==> src/rtl/key_if.sv <==
// Pin-side and conditioned-side signals of the push-button conditioner.
// master = conditioner, slave = pin driver / consumer of the conditioned keys.
interface key_if #(
    parameter int unsigned N_KEYS = 4
);
    logic [N_KEYS-1:0] key_n;
    logic [N_KEYS-1:0] key_level;
    logic [N_KEYS-1:0] key_press;
    logic [N_KEYS-1:0] key_release;
    logic              sys_reset;

    modport master (
        input  key_n,
        output key_level, key_press, key_release, sys_reset
    );

    modport slave (
        output key_n,
        input  key_level, key_press, key_release, sys_reset
    );
endinterface

==> src/rtl/key_conditioner.sv <==
// Push-button conditioner: per-key 2-flop sync, counter debounce, press/release pulses,
// plus a stretched system reset driven by one selected key.
module key_conditioner #(
    parameter int unsigned N_KEYS      = 4,
    parameter int unsigned CNT_W       = 20,
    parameter int unsigned DEBOUNCE    = 270000,
    parameter int unsigned RST_KEY     = 0,
    parameter int unsigned RST_STRETCH = 16
) (
    input  logic clk,
    input  logic reset,
    key_if.master kif
);
    localparam int unsigned       STR_W    = 5;
    localparam logic [CNT_W-1:0]  DB_MAX   = CNT_W'(DEBOUNCE - 1);
    localparam logic [STR_W-1:0]  STR_LOAD = STR_W'(RST_STRETCH);

    typedef enum logic [1:0] {
        ST_ASSERT = 2'd0,
        ST_HOLD   = 2'd1,
        ST_RUN    = 2'd2
    } state_t;

    logic [N_KEYS-1:0] s1_q, s2_q;
    logic [N_KEYS-1:0] sample;
    logic [N_KEYS-1:0] level_q, level_d;
    logic [N_KEYS-1:0] press_q, press_d;
    logic [N_KEYS-1:0] release_q, release_d;
    logic [CNT_W-1:0]  cnt_q [N_KEYS];
    logic [CNT_W-1:0]  cnt_d [N_KEYS];

    state_t            state_q, state_d;
    logic [STR_W-1:0]  stretch_q, stretch_d;
    logic              sys_q, sys_d;
    logic              rst_lvl;

    // Two-flop synchroniser; idle level is released (1).
    always_ff @(posedge clk or posedge reset) begin
        if (reset) begin
            s1_q <= '1;
            s2_q <= '1;
        end else begin
            s1_q <= kif.key_n;
            s2_q <= s1_q;
        end
    end

    assign sample = ~s2_q;

    // Debounce: a new level is accepted after DEBOUNCE consecutive differing samples.
    always_comb begin
        level_d   = level_q;
        press_d   = '0;
        release_d = '0;
        for (int unsigned i = 0; i < N_KEYS; i++) begin
            cnt_d[i] = '0;
            if (sample[i] != level_q[i]) begin
                if (cnt_q[i] == DB_MAX) begin
                    level_d[i]   = sample[i];
                    press_d[i]   = sample[i];
                    release_d[i] = ~sample[i];
                end else begin
                    cnt_d[i] = cnt_q[i] + CNT_W'(1);
                end
            end
        end
    end

    always_ff @(posedge clk or posedge reset) begin
        if (reset) begin
            level_q   <= '0;
            press_q   <= '0;
            release_q <= '0;
            for (int unsigned i = 0; i < N_KEYS; i++) begin
                cnt_q[i] <= '0;
            end
        end else begin
            level_q   <= level_d;
            press_q   <= press_d;
            release_q <= release_d;
            for (int unsigned i = 0; i < N_KEYS; i++) begin
                cnt_q[i] <= cnt_d[i];
            end
        end
    end

    // Using the next debounced level lets sys_reset rise in the same cycle as key_level.
    assign rst_lvl = level_d[RST_KEY];

    always_comb begin
        state_d   = state_q;
        stretch_d = stretch_q;
        sys_d     = sys_q;
        case (state_q)
            ST_ASSERT: begin
                if (rst_lvl) begin
                    state_d   = ST_HOLD;
                    stretch_d = STR_LOAD;
                    sys_d     = 1'b1;
                end else if (stretch_q <= STR_W'(1)) begin
                    state_d   = ST_RUN;
                    stretch_d = '0;
                    sys_d     = 1'b0;
                end else begin
                    stretch_d = stretch_q - STR_W'(1);
                    sys_d     = 1'b1;
                end
            end
            ST_HOLD: begin
                stretch_d = STR_LOAD;
                sys_d     = 1'b1;
                if (!rst_lvl) begin
                    state_d = ST_ASSERT;
                end
            end
            ST_RUN: begin
                if (rst_lvl) begin
                    state_d   = ST_HOLD;
                    stretch_d = STR_LOAD;
                    sys_d     = 1'b1;
                end else begin
                    sys_d     = 1'b0;
                end
            end
            default: begin
                state_d   = ST_ASSERT;
                stretch_d = STR_LOAD;
                sys_d     = 1'b1;
            end
        endcase
    end

    always_ff @(posedge clk or posedge reset) begin
        if (reset) begin
            state_q   <= ST_ASSERT;
            stretch_q <= STR_LOAD;
            sys_q     <= 1'b1;
        end else begin
            state_q   <= state_d;
            stretch_q <= stretch_d;
            sys_q     <= sys_d;
        end
    end

    assign kif.key_level   = level_q;
    assign kif.key_press   = press_q;
    assign kif.key_release = release_q;
    assign kif.sys_reset   = sys_q;

endmodule

==> src/flat_wrapper.sv <==
// flat-port wrapper written by rule: the top's interface ports become plain ports
module key_conditioner_flat 
#(
    parameter int unsigned N_KEYS      = 4,
    parameter int unsigned CNT_W       = 20,
    parameter int unsigned DEBOUNCE    = 270000,
    parameter int unsigned RST_KEY     = 0,
    parameter int unsigned RST_STRETCH = 16
)
  (clk, reset, kif_key_n, kif_key_level, kif_key_press, kif_key_release, kif_sys_reset);
  key_if #(.N_KEYS(N_KEYS)) kif_i ();
  input  logic clk;
  input  logic reset;
  input wire logic [$bits(kif_i.key_n)-1:0] kif_key_n;
  output wire logic [$bits(kif_i.key_level)-1:0] kif_key_level;
  output wire logic [$bits(kif_i.key_press)-1:0] kif_key_press;
  output wire logic [$bits(kif_i.key_release)-1:0] kif_key_release;
  output wire logic [$bits(kif_i.sys_reset)-1:0] kif_sys_reset;
  assign kif_i.key_n = kif_key_n;
  assign kif_key_level = kif_i.key_level;
  assign kif_key_press = kif_i.key_press;
  assign kif_key_release = kif_i.key_release;
  assign kif_sys_reset = kif_i.sys_reset;
  key_conditioner #(.N_KEYS(N_KEYS), .CNT_W(CNT_W), .DEBOUNCE(DEBOUNCE), .RST_KEY(RST_KEY), .RST_STRETCH(RST_STRETCH)) u_core (.clk(clk), .reset(reset), .kif(kif_i));
endmodule
==> config.mk <==
export PLATFORM = sky130hd
export DESIGN_NAME = key_conditioner_flat
export DESIGN_NICKNAME = d
export VERILOG_FILES = /design/src/rtl/key_if.sv /design/src/rtl/key_conditioner.sv /design/src/flat_wrapper.sv
export SDC_FILE = /design/constraint.sdc
export NUM_CORES = 1
export LEC_CHECK = 0
export BUFFER_PORTS_ARGS = -buffer_cell sky130_fd_sc_hd__clkbuf_2
export CAP_MARGIN = 40
export CELL_PAD_IN_SITES_DETAIL_PLACEMENT = 1
export CELL_PAD_IN_SITES_GLOBAL_PLACEMENT = 1
export CORE_MARGIN = 2
export CORE_UTILIZATION = 41
export DETAILED_ROUTE_END_ITERATION = 6
export PLACE_DENSITY_LB_ADDON = 0.1
export SKIP_LAST_GASP = 1
export SLEW_MARGIN = 20
export SYNTH_ARGS = -nofsm -noshare
export SYNTH_HDL_FRONTEND = slang
export SYNTH_SLANG_ARGS = --single-unit
==> constraint.sdc <==
create_clock -name clk -period 8.6 [get_ports clk]
set_clock_uncertainty 0.15 [all_clocks]
set_input_delay 0 -clock clk [delete_from_list [all_inputs] [get_ports clk]]
set_output_delay 0 -clock clk [all_outputs]
set_load 0.01 [all_outputs]
==> results of run 1 <==
-- final cells by class --
type	instances	area share (%)
Inverter	16	1.07
Timing Repair Buffer	30	3.71
Sequential cell	108	46.5
Clock buffer	12	4.22
Clock inverter	4	0.858
Tap cell	168	3.60
Multi-Input combinational cell	378	40.0
-- path summary, 6_finish.rpt --
path,start,end,slack (ns),depth (start not counted)
hold / removal,reset,u_core.stretch_q[0]$_DFFE_PP0P_,0.09,3
setup / recovery,u_core.cnt_q[48]$_DFF_PP0_,u_core.cnt_q[42]$_DFF_PP0_,6.23,4
max in group asynchronous,reset,u_core.s2_q[1]$_DFF_PP1_,7.14,5
setup reg to reg,u_core.cnt_q[48]$_DFF_PP0_,u_core.cnt_q[42]$_DFF_PP0_,6.23,4
hold reg to reg,u_core.s1_q[0]$_DFF_PP1_,u_core.s2_q[0]$_DFF_PP1_,0.21,0
min in group clk,kif_key_n[3],u_core.s1_q[3]$_DFF_PP1_,0.13,2
-- registers in the layout, indices dropped and copies added (netlist names) --
signal                  cells
u_core.cnt_q               80
u_core.stretch_q            5
u_core.kif.key_level        4
u_core.kif.key_press        4
u_core.kif.key_release      4
u_core.s1_q                 4
u_core.s2_q                 4
u_core.state_q              2
u_core.kif.sys_reset        1
-- power by group --
part	switching (µW)	internal, µW	leakage, µW
logic	21.4	10.8	0.000776
registers	6.93	516	0.00146
clock network	181	233	0.000139
-- metrics by stage --
step | cells | area (µm²) | total power, µW | utilization [%] | setup slack (ns)
finish | 716 | 5840 | 970 | 48.0 | 6.23
global route | 716 | 5840 | 1010 | 48.0 | 6.12
CTS | 716 | 5840 | 989 | 48.0 | 6.20
detailed placement | 695 | 5490 | 564 | 45.1 | 6.22
global placement | 691 | 5440 | 560 | 44.7 | 6.26
floorplan | 512 | 5160 | 550 | - | 5.62
-- worst reg2reg max path, stage by stage, from the launching register on --
cell and delay (ns):
dfrtp_1 0.46, or4b_4 0.54, or4_4 0.57, o21ai_4 0.40, nor2_1 0.12
-- routing by layer --
layer  vias up  share of wire, %  global-route usage, %
li1       1878                 -                      -
met1      1907                49                   24.8
met2        29                47                   29.2
met3         6               2.9                   5.45
met4         0              0.79                   4.29
met5         -                 0                      0
-- Yosys cell counts (2+ instances only) --
library cell,instances
a211oi_1,2
inv_1,16
o21ai_1,2
dfrtp_1,98
and4_1,7
nand3_1,28
nor4b_1,6
dfstp_2,10
ha_1,6
a21o_1,4
and2_1,3
nand2_1,23
nand4_2,2
a21oi_1,10
and3_1,16
nor3b_1,3
xnor2_1,51
mux2i_1,7
or3_1,5
nor2_1,86
nor3_1,26
nor4bb_1,2
xor2_1,11
nor4_1,25
or4_1,3
o21ai_0,11
nand4_1,22
clkbuf_1,7
-- cell families after synthesis --
kind of cell,after synthesis
DFF,108
adders and majority gates,6
and+or+nand+nor,266
xor gates and xnor gates,62
muxes,7
AOI/OAI and AO/OA,37
buffers and inverters,26
==> impl_results.md, run 1 <==
* Outcome: finished, final reports clean
* Area of the multi-input gates at 0.00233 mm²
* Setup Fix Bufs, Post-CTS at 0
* Minimum clock period after layout at 2.37 ns
* Via density at ~5.3
* Max Slew Vio Count at 0
* Row cnt at 40
* Post-Route WL at 11100 µm
* CP top delay family: simple AND/OR/NAND/NOR gates
* Tightest Hold Check Type: in -> async
* Port bufs at 18
* Synth area leaders: dfrtp_1 48%, xnor2_1 8.7%, nor2_1 6.3%
* Hold-fix buffers, CTS at 5
* Global Route Usage Sum at 18.3%
* Synthesized Nets at 524
* Commonest non-fill, non-tap cell in the layout: dfrtp_1
* Crit end category: register
* Xor and xnor area share after synthesis at 10.5%
* Relative slew slack at roughly 53%
* Cell area after synthesis at just over 0.005 mm²
* Detailed Place HPWL at between 7000 and 8000 µm
* Post-Synth Simple-Gate Area at 27.3%
* Setup crit start kind: register
* WS Path Type: reg -> reg
* Drt first pass iters at 4
* Fin. Hold Viols at 0
* Clk buf depth at 2
* Number of DRC markers in iteration 0 at roughly 140
* PwrDens at 166 mW/mm²
* Post-synth ARST share at between 90% and 100%
* Largest net degree at the start of global routing at 48
* Worst EP required at 8.67 ns
* CP max stage cell: or4_4
* Register area at 0.00272 mm²
* Nets at 555
* CTS resizes at 0
* Largest area contributor in the netlist: dfrtp_1
* Max cap viols at 0
* Fill count at 1353
* Sum of negative setup slack at 0 ns
* Worst vdd rail ir drop at 0.180 mV
* # diodes at 0
* Mapped Avg Cell Area at 10.1 µm²
* Library cells used by synthesis at 48
* Peak Freq at 421 MHz
* Initial Util at 42.4%
* Crit path DAT at 2.44 ns
* GPL Wtd Cong at around 0.76
* CP bufs+invs at 0
* # setup viols final at 0
* Final Cycle Share at between 20% and 30%
* Unrepaired setup endpoints after global routing: false
* Top-area cell type share of the netlist area at 47.5%
* Die width at 116 µm
* H-Tree Depth at 3
* Most frequent cells in the layout: 98 x dfrtp_1, 86 x nor2_1, 51 x xnor2_1
* Post-DRT Antenna Nets at 0
* Main combinational cell family by area after synthesis: simple AND/OR/NAND/NOR gates
* CORE AREA at 0.0122 mm²
* EDFF count, synth at 0
* CP Cell Sequence: or4b_4 -> or4_4 -> o21ai_4 -> nor2_1
* Vias at 3820
* Drt wl/cell at between 15 and 20 µm
* Initial antenna violation count at 0
* Remaining global-route overflow at 0
* CTS buffer count at 9
* Worst skew pair latency at 0.35 ns
* Worst-path clk slew at approximately 0.07 ns
* Final hold slack at 0.0940 ns
* Post-Syn Instances at between 500 and 600
* Register area share after synthesis at 52.6%
* # DRC at 0
* Tightest Pin Transition at between 0.6 and 0.7 ns
* Root Driver: clkbuf_16
* Synthesized flop and latch total at 108
* Layout cells sized above 1 at 10.8%
* Synth Area in Adders at 1.46%
* Synth Flop Type: dfrtp_1
* Leak at 0.00237 µW
* Mux cell area share after synthesis at 1.36%
* CP peak stage delay at approximately 0.57 ns
* Ports at 19
* Chip height at 116 µm
* CTS Sinks at 108
* Die footprint at 0.0135 mm²
* Synth Area in Compound Gates at 4.59%
* Global-route wire length before repair at 19500 µm
* Ys Warns at 0
* Layout area overhead at 13.1%
* Worst-path maximum fanout at 16
* Number of global-route vias before repair at 3961
* TritonCTS clock tree: done
(Power assumes the default switching activity.)
==> inputs of run 2 (changes only) <==
clock period = 2.25 ns   (was 8.6 ns; I/O delays follow)
==> impl_results.md, run 2 (synthesis results as in run 1) <==
* Outcome: finished, final reports clean
* CTS Sinks at 108 (unchanged)
* Initial antenna violation count at 0 (unchanged)
* Hold-fix buffers, CTS at 5 (unchanged)
* Initial Util at 42.4% (unchanged)
* H-Tree Depth at 3 (unchanged)
* Final instance area at 0.00609 mm² (+4.4%)
* Worst-path maximum fanout at 16 (unchanged)
* Sequential power share at 53.3% (-0.6 points)
* Post-Route WL at 11900 µm (+6.8%)
* R2r worst-path depth at 5 (+1)
* Nets at 582 (+4.9%)
* Setup Fix Bufs, Post-CTS at 0 (unchanged)
* FF-to-FF End: u_core.cnt_q[59]$_DFF_PP0_
* Worst-path clk slew at 0.07 ns (about the same)
* Switching part of the total power at 21.5% (-0.10 points)
* Max Slew Vio Count at 0 (unchanged)
* Critical path origin: u_core.cnt_q[57]$_DFF_PP0_
* Final hold slack at 0.0882 ns (-0.00576 ns)
* Largest regs: u_core.cnt_q: 80 flops, u_core.stretch_q: 5 flops
* Setup crit start kind: register
* Vias at 3975 (+4.1%)
* WS Path Type: reg -> reg
* Port bufs at 18 (unchanged)
* Number of global-route vias before repair at 4260 (+7.5%)
* Relative slew slack at 59.3% (+6.1 points)
* Worst skew pair latency at 0.36 ns (about the same)
* R2R Setup Slk at 0.1 ns (-6.13 ns)
* Die width at 116 µm (unchanged)
* # DRC at 0 (unchanged)
* Worst vdd rail ir drop at 0.464 mV (+160%)
* Peak Freq at 465 MHz (+10%)
* PwrDens at 616 mW/mm² (+270%)
* Final Cycle Share at 95.6% (+68 points)
* Largest net degree at the start of global routing at 23 (-52%)
* Placed inst area at 0.00574 mm² (+4.6%)
* # diodes at 0 (unchanged)
* Layout area overhead at 18.1%
* Commonest non-fill, non-tap cell in the layout: dfrtp_1
* Max reg flops at 80 (unchanged)
* TritonCTS clock tree: done
* Detailed Place HPWL at 8540 µm (+10%)
* Tightest Hold Check Type: in -> async
* Remaining global-route overflow at 0 (unchanged)
* Global-route wire length before repair at 20700 µm (+6.5%)
* Layout cells sized above 1 at 15.3% (+4.5 points)
* Power, Total at 3750 µW (+290%)
* CP endpoint: u_core.cnt_q[59]$_DFF_PP0_
* Crit end category: register
* CP bufs+invs at 1 (+1)
* Clk buf depth at 2 (unchanged)
* Ports at 19 (unchanged)
* Sum of negative setup slack at 0 ns (unchanged)
* RR Startpoint: u_core.cnt_q[57]$_DFF_PP0_
* Most frequent cells in the layout: 98 x dfrtp_1, 86 x nor2_1, 51 x xnor2_1
* CORE AREA at 0.0122 mm² (unchanged)
* Tightest Pin Transition at 0.606 ns (-0.0887 ns)
* CP max stage cell: or4_4
* Row cnt at 40 (unchanged)
* Chip height at 116 µm (unchanged)
* CTS resizes at 0 (unchanged)
* Internal power at 2940 µW (+290%)
* Drt first pass iters at 4 (unchanged)
* # setup viols final at 0 (unchanged)
* Global Route Usage Sum at 19.6% (+1.4 points)
* Drt wl/cell at 16.0 µm (+2.9%)
* Clk pwr share at 43.0% (+0.2 points)
* Post-DRT Antenna Nets at 0 (unchanged)
* Die footprint at 0.0135 mm² (unchanged)
* CTS buffer count at 9 (unchanged)
* Switch Pwr at 807 µW (+280%)
* CP peak stage delay at 0.58 ns (about the same)
* Root Driver: clkbuf_16
* Levels on crit path at 5 (+1)
* Leak at 0.00254 µW (+6.8%)
* CP top delay family: simple AND/OR/NAND/NOR gates
* Final non-filler cell total at 743 (+3.8%)
* DP Cell Count at 722 (+3.9%)
* Max cap viols at 0 (unchanged)
* Fin. Hold Viols at 0 (unchanged)
* Worst EP required at 2.33 ns (-6.34 ns)
* CP Cell Sequence: or4b_4 -> or4_4 -> o21ai_4 -> buf_12 -> a21oi_1
* Via density at 5.35 (+0.28%)
* Fill count at 1387 (+2.5%)
* GPL Wtd Cong at 0.798 (+4.6%)
* Unrepaired setup endpoints after global routing: false
* Crit path DAT at 2.24 ns (-0.20 ns)
* Number of DRC markers in iteration 0 at 172 (+20%)
* Minimum clock period after layout at 2.15 ns (-0.223 ns)
* Combinational power share at 3.8% (+0.5 points)
* Register with the most flip-flops: u_core.cnt_q
[run 2: area by class of cell]
cell class	count	area (µm²)	share of cell area (%)
multi-input cells	378	2330	38.3
well taps	168	210	3.45
flip-flops and latches	108	2720	44.6
inverters	16	63.8	1.05
clock inverters	5	50.0	0.822
clock buffers	11	253	4.15
repair buffers	57	465	7.64
[run 2: power groups by stage]
stage / registers [µW] / logic (µW) / clock network (µW)
2_1_floorplan: 2030 / 77.1 / 0
3_3_place_gp: 2030 / 132 / 0
3_5_place_dp: 2030 / 141 / 0
4_1_cts: 2000 / 149 / 1670
5_1_grt: 2000 / 161 / 1740
6_report: 2000 / 142 / 1610
[run 2: metrics by stage]
stage                     utilization [%]  setup slack (ns)
after floorplan                         -            0.0920
after global placement               47.0             0.162
after detailed placement             47.2             0.107
after CTS                            50.1            0.0855
after global routing                 50.1            0.0289
final                                50.1            0.0987
[run 2: how the worst min path moves through the flow]
stage                       from                         end  slack [ns]  cells past startpoint
CTS                        reset  u_core.cnt_q[12]$_DFF_PP0_         0.1                      3
global placement    kif_key_n[1]    u_core.s1_q[1]$_DFF_PP1_       -0.06                      1
finish                     reset  u_core.cnt_q[12]$_DFF_PP0_        0.09                      3
detailed placement         reset  u_core.cnt_q[10]$_DFF_PP0_       -0.07                      2
floorplan           kif_key_n[0]    u_core.s1_q[0]$_DFF_PP1_       -0.15                      0
global route               reset  u_core.cnt_q[12]$_DFF_PP0_        0.13                      3
[run 2: tightest hold or removal path, delay by kind of cell]
family	cells	cell delay (ns)
buffers and inverters	3	1.03
[run 2: metal layers]
layer | GRT usage (%) | share of wire, %
met1 | 24.8 | 46
met5 | 0 | 0
met2 | 33.8 | 50
met3 | 4.83 | 2.5
met4 | 5.48 | 1.4
==> inputs of run 3 (changes only) <==
clock period = 2.1 ns   (was 2.25 ns; I/O delays follow)
==> impl_results.md, run 3 (synthesis results as in run 1) <==
* Area of the multi-input gates at 0.00233 mm² (unchanged)
* Initial Util at 42.4% (unchanged)
* Clk buf depth at 2 (unchanged)
* Worst-path maximum fanout at 16 (unchanged)
* Number of global-route vias before repair at 4319 (+1.4%)
* Sequential power share at 51.6% (-1.7 points)
* CP endpoint: u_core.cnt_q[49]$_DFF_PP0_
* Critical path origin: u_core.cnt_q[57]$_DFF_PP0_
* Final Cycle Share at 102% (+6.3 points)
* Crit end category: register
* CP Cell Sequence: or4b_4 -> or4_4 -> o21ai_4 -> buf_12 -> nor2_1
* # setup viols final at 16 (+16)
* Max reg flops at 80 (unchanged)
* Levels on crit path at 5 (unchanged)
* Row cnt at 40 (unchanged)
* Worst EP required at 2.20 ns (-0.13 ns)
* R2R Setup Slk at -0.04 ns (-0.14 ns)
* Switching part of the total power at 22.3% (+0.78 points)
* Global Route Usage Sum at 20.1% (+0.50 points)
* # diodes at 0 (unchanged)
* CP peak stage delay at 0.57 ns (about the same)
* Final hold slack at 0.109 ns (+0.0213 ns)
* Outcome: finished, violations left
* Unrepaired setup endpoints after global routing: true
* Worst-path clk slew at 0.07 ns (about the same)
* DP Cell Count at 735 (+1.8%)
* Crit path DAT at 2.23 ns (about the same)
* Initial antenna violation count at 0 (unchanged)
* Commonest non-fill, non-tap cell in the layout: dfrtp_1
* Most frequent cells in the layout: 98 x dfrtp_1, 86 x nor2_1, 51 x xnor2_1
* Final non-filler cell total at 757 (+1.9%)
* Setup crit start kind: register
* H-Tree Depth at 3 (unchanged)
* Port bufs at 18 (unchanged)
* CORE AREA at 0.0122 mm² (unchanged)
* Die footprint at 0.0135 mm² (unchanged)
* Register with the most flip-flops: u_core.cnt_q
* R2r worst-path depth at 5 (unchanged)
* PwrDens at 672 mW/mm² (+9.1%)
* Number of DRC markers in iteration 0 at 215 (+25%)
* Chip height at 116 µm (unchanged)
* # DRC at 0 (unchanged)
* Power, Total at 4140 µW (+10%)
* Remaining global-route overflow at 0 (unchanged)
* Sum of negative setup slack at -0.496 ns (-0.496 ns)
* Switch Pwr at 923 µW (+14%)
* Fin. Hold Viols at 0 (unchanged)
* Tightest Pin Transition at 0.594 ns (-0.0116 ns)
* Via density at 5.37 (+0.45%)
* CTS Sinks at 108 (unchanged)
* Fill count at 1374 (-0.94%)
* WS Path Type: reg -> reg
* CTS resizes at 0 (unchanged)
* Failing checks: negative setup slack
* Root Driver: clkbuf_16
* Largest net degree at the start of global routing at 30 (+30%)
* Peak Freq at 467 MHz (+0.56%)
* CP top delay family: simple AND/OR/NAND/NOR gates
* RR Startpoint: u_core.cnt_q[57]$_DFF_PP0_
* Worst vdd rail ir drop at 0.553 mV (+19%)
* Register area at 0.00272 mm² (unchanged)
* Post-Route WL at 12200 µm (+2.7%)
* CP max stage cell: or4_4
* Combinational power share at 3.4% (-0.4 points)
* Detailed Place HPWL at 8770 µm (+2.7%)
* FF-to-FF End: u_core.cnt_q[49]$_DFF_PP0_
* CTS buffer count at 9 (unchanged)
* Tightest Hold Check Type: in -> async
* Layout cells sized above 1 at 17.3% (+2.0 points)
* Global-route wire length before repair at 21200 µm (+2.1%)
* CP bufs+invs at 1 (unchanged)
* Max Slew Vio Count at 0 (unchanged)
* Worst skew pair latency at 0.36 ns (about the same)
* Minimum clock period after layout at 2.14 ns (-0.0119 ns)
* Leak at 0.00259 µW (+2.0%)
* Relative slew slack at 60.3% (+0.98 points)
* Drt wl/cell at 16.1 µm (+0.81%)
* Worst setup margin at -0.0394 ns (-0.138 ns)
* Clk pwr share at 45.0% (+2.0 points)
* Layout area overhead at 19.5%
* Drt first pass iters at 4 (unchanged)
* GPL Wtd Cong at 0.804 (+0.66%)
* Die width at 116 µm (unchanged)
* TritonCTS clock tree: done
* Ports at 19 (unchanged)
* Post-DRT Antenna Nets at 0 (unchanged)
* Final Util at 50.7% (+0.57 points)
* Largest regs: u_core.cnt_q: 80 flops, u_core.stretch_q: 5 flops
* Internal power at 3220 µW (+9.3%)
* Nets at 596 (+2.4%)
* Vias at 4068 (+2.3%)
* Max cap viols at 0 (unchanged)
[run 3: cell types whose count changed in the layout (fill, tap and decap cells not counted), sizes merged]
| cell | delta |
|---|---|
| buf | +14 |
| clkbuf | -2 |
| inv | +2 |
| bufinv | +1 |
| clkinv | -1 |
[run 3: per-layer routing]
layer / routed length, µm / global-route usage [%]
met2: 6060 / 33.9
met1: 5630 / 26.0
met3: 331 / 4.98
met5: 0 / 0
met4: 161 / 5.71
[run 3: power groups by stage]
stage	clock, µW	combinational [µW]	sequential (µW)
global route	1990	162	2140
finish	1860	140	2140
floorplan	0	82.6	2170
global placement	0	130	2180
CTS	1920	144	2140
detailed placement	0	135	2180
[run 3: worst min path at each step]
| stage | to | cells past startpoint |
|---|---|---|
| after floorplan | u_core.s1_q[0]$_DFF_PP1_ | 0 |
| after global placement | u_core.state_q[1]$_DFFE_PP0P_ | 2 |
| after detailed placement | u_core.s1_q[0]$_DFF_PP1_ | 1 |
| after CTS | u_core.cnt_q[74]$_DFF_PP0_ | 3 |
| after global routing | u_core.s1_q[0]$_DFF_PP1_ | 2 |
| final | u_core.cnt_q[74]$_DFF_PP0_ | 3 |
[run 3: area by class of cell]
class                           count  share of cell area, %
Clock buffer                        9                   3.66
Clock inverter                      7                   1.60
Inverter                           16                   1.04
Multi-Input combinational cell    378                   37.9
Sequential cell                   108                   44.1
Tap cell                          168                   3.41
Timing Repair Buffer               71                   8.33
[run 3: per-stage QoR]
| step | cell area, µm² | setup WS, ns |
|---|---|---|
| 6_report | 6160 | -0.0394 |
| 5_1_grt | 6160 | -0.0865 |
| 4_1_cts | 6150 | -0.0419 |
| 3_5_place_dp | 5780 | -0.0304 |
| 3_3_place_gp | 5780 | -0.00117 |
| 2_1_floorplan | 5160 | -0.0579 |
[run 3: repair_timing]
action,in CTS,in global routing
cloned,0,0
pin swaps,0,0
hold buffers,5,0
endpoints found under the hold margin,29,0
setup buffers,0,1
endpoints found under the setup margin,16,18
[run 3: tightest hold or removal path: stages]
cell           delay, ns
dlygate4sd3_1       0.54
clkbuf_2            0.12
clkinvlp_4          0.40
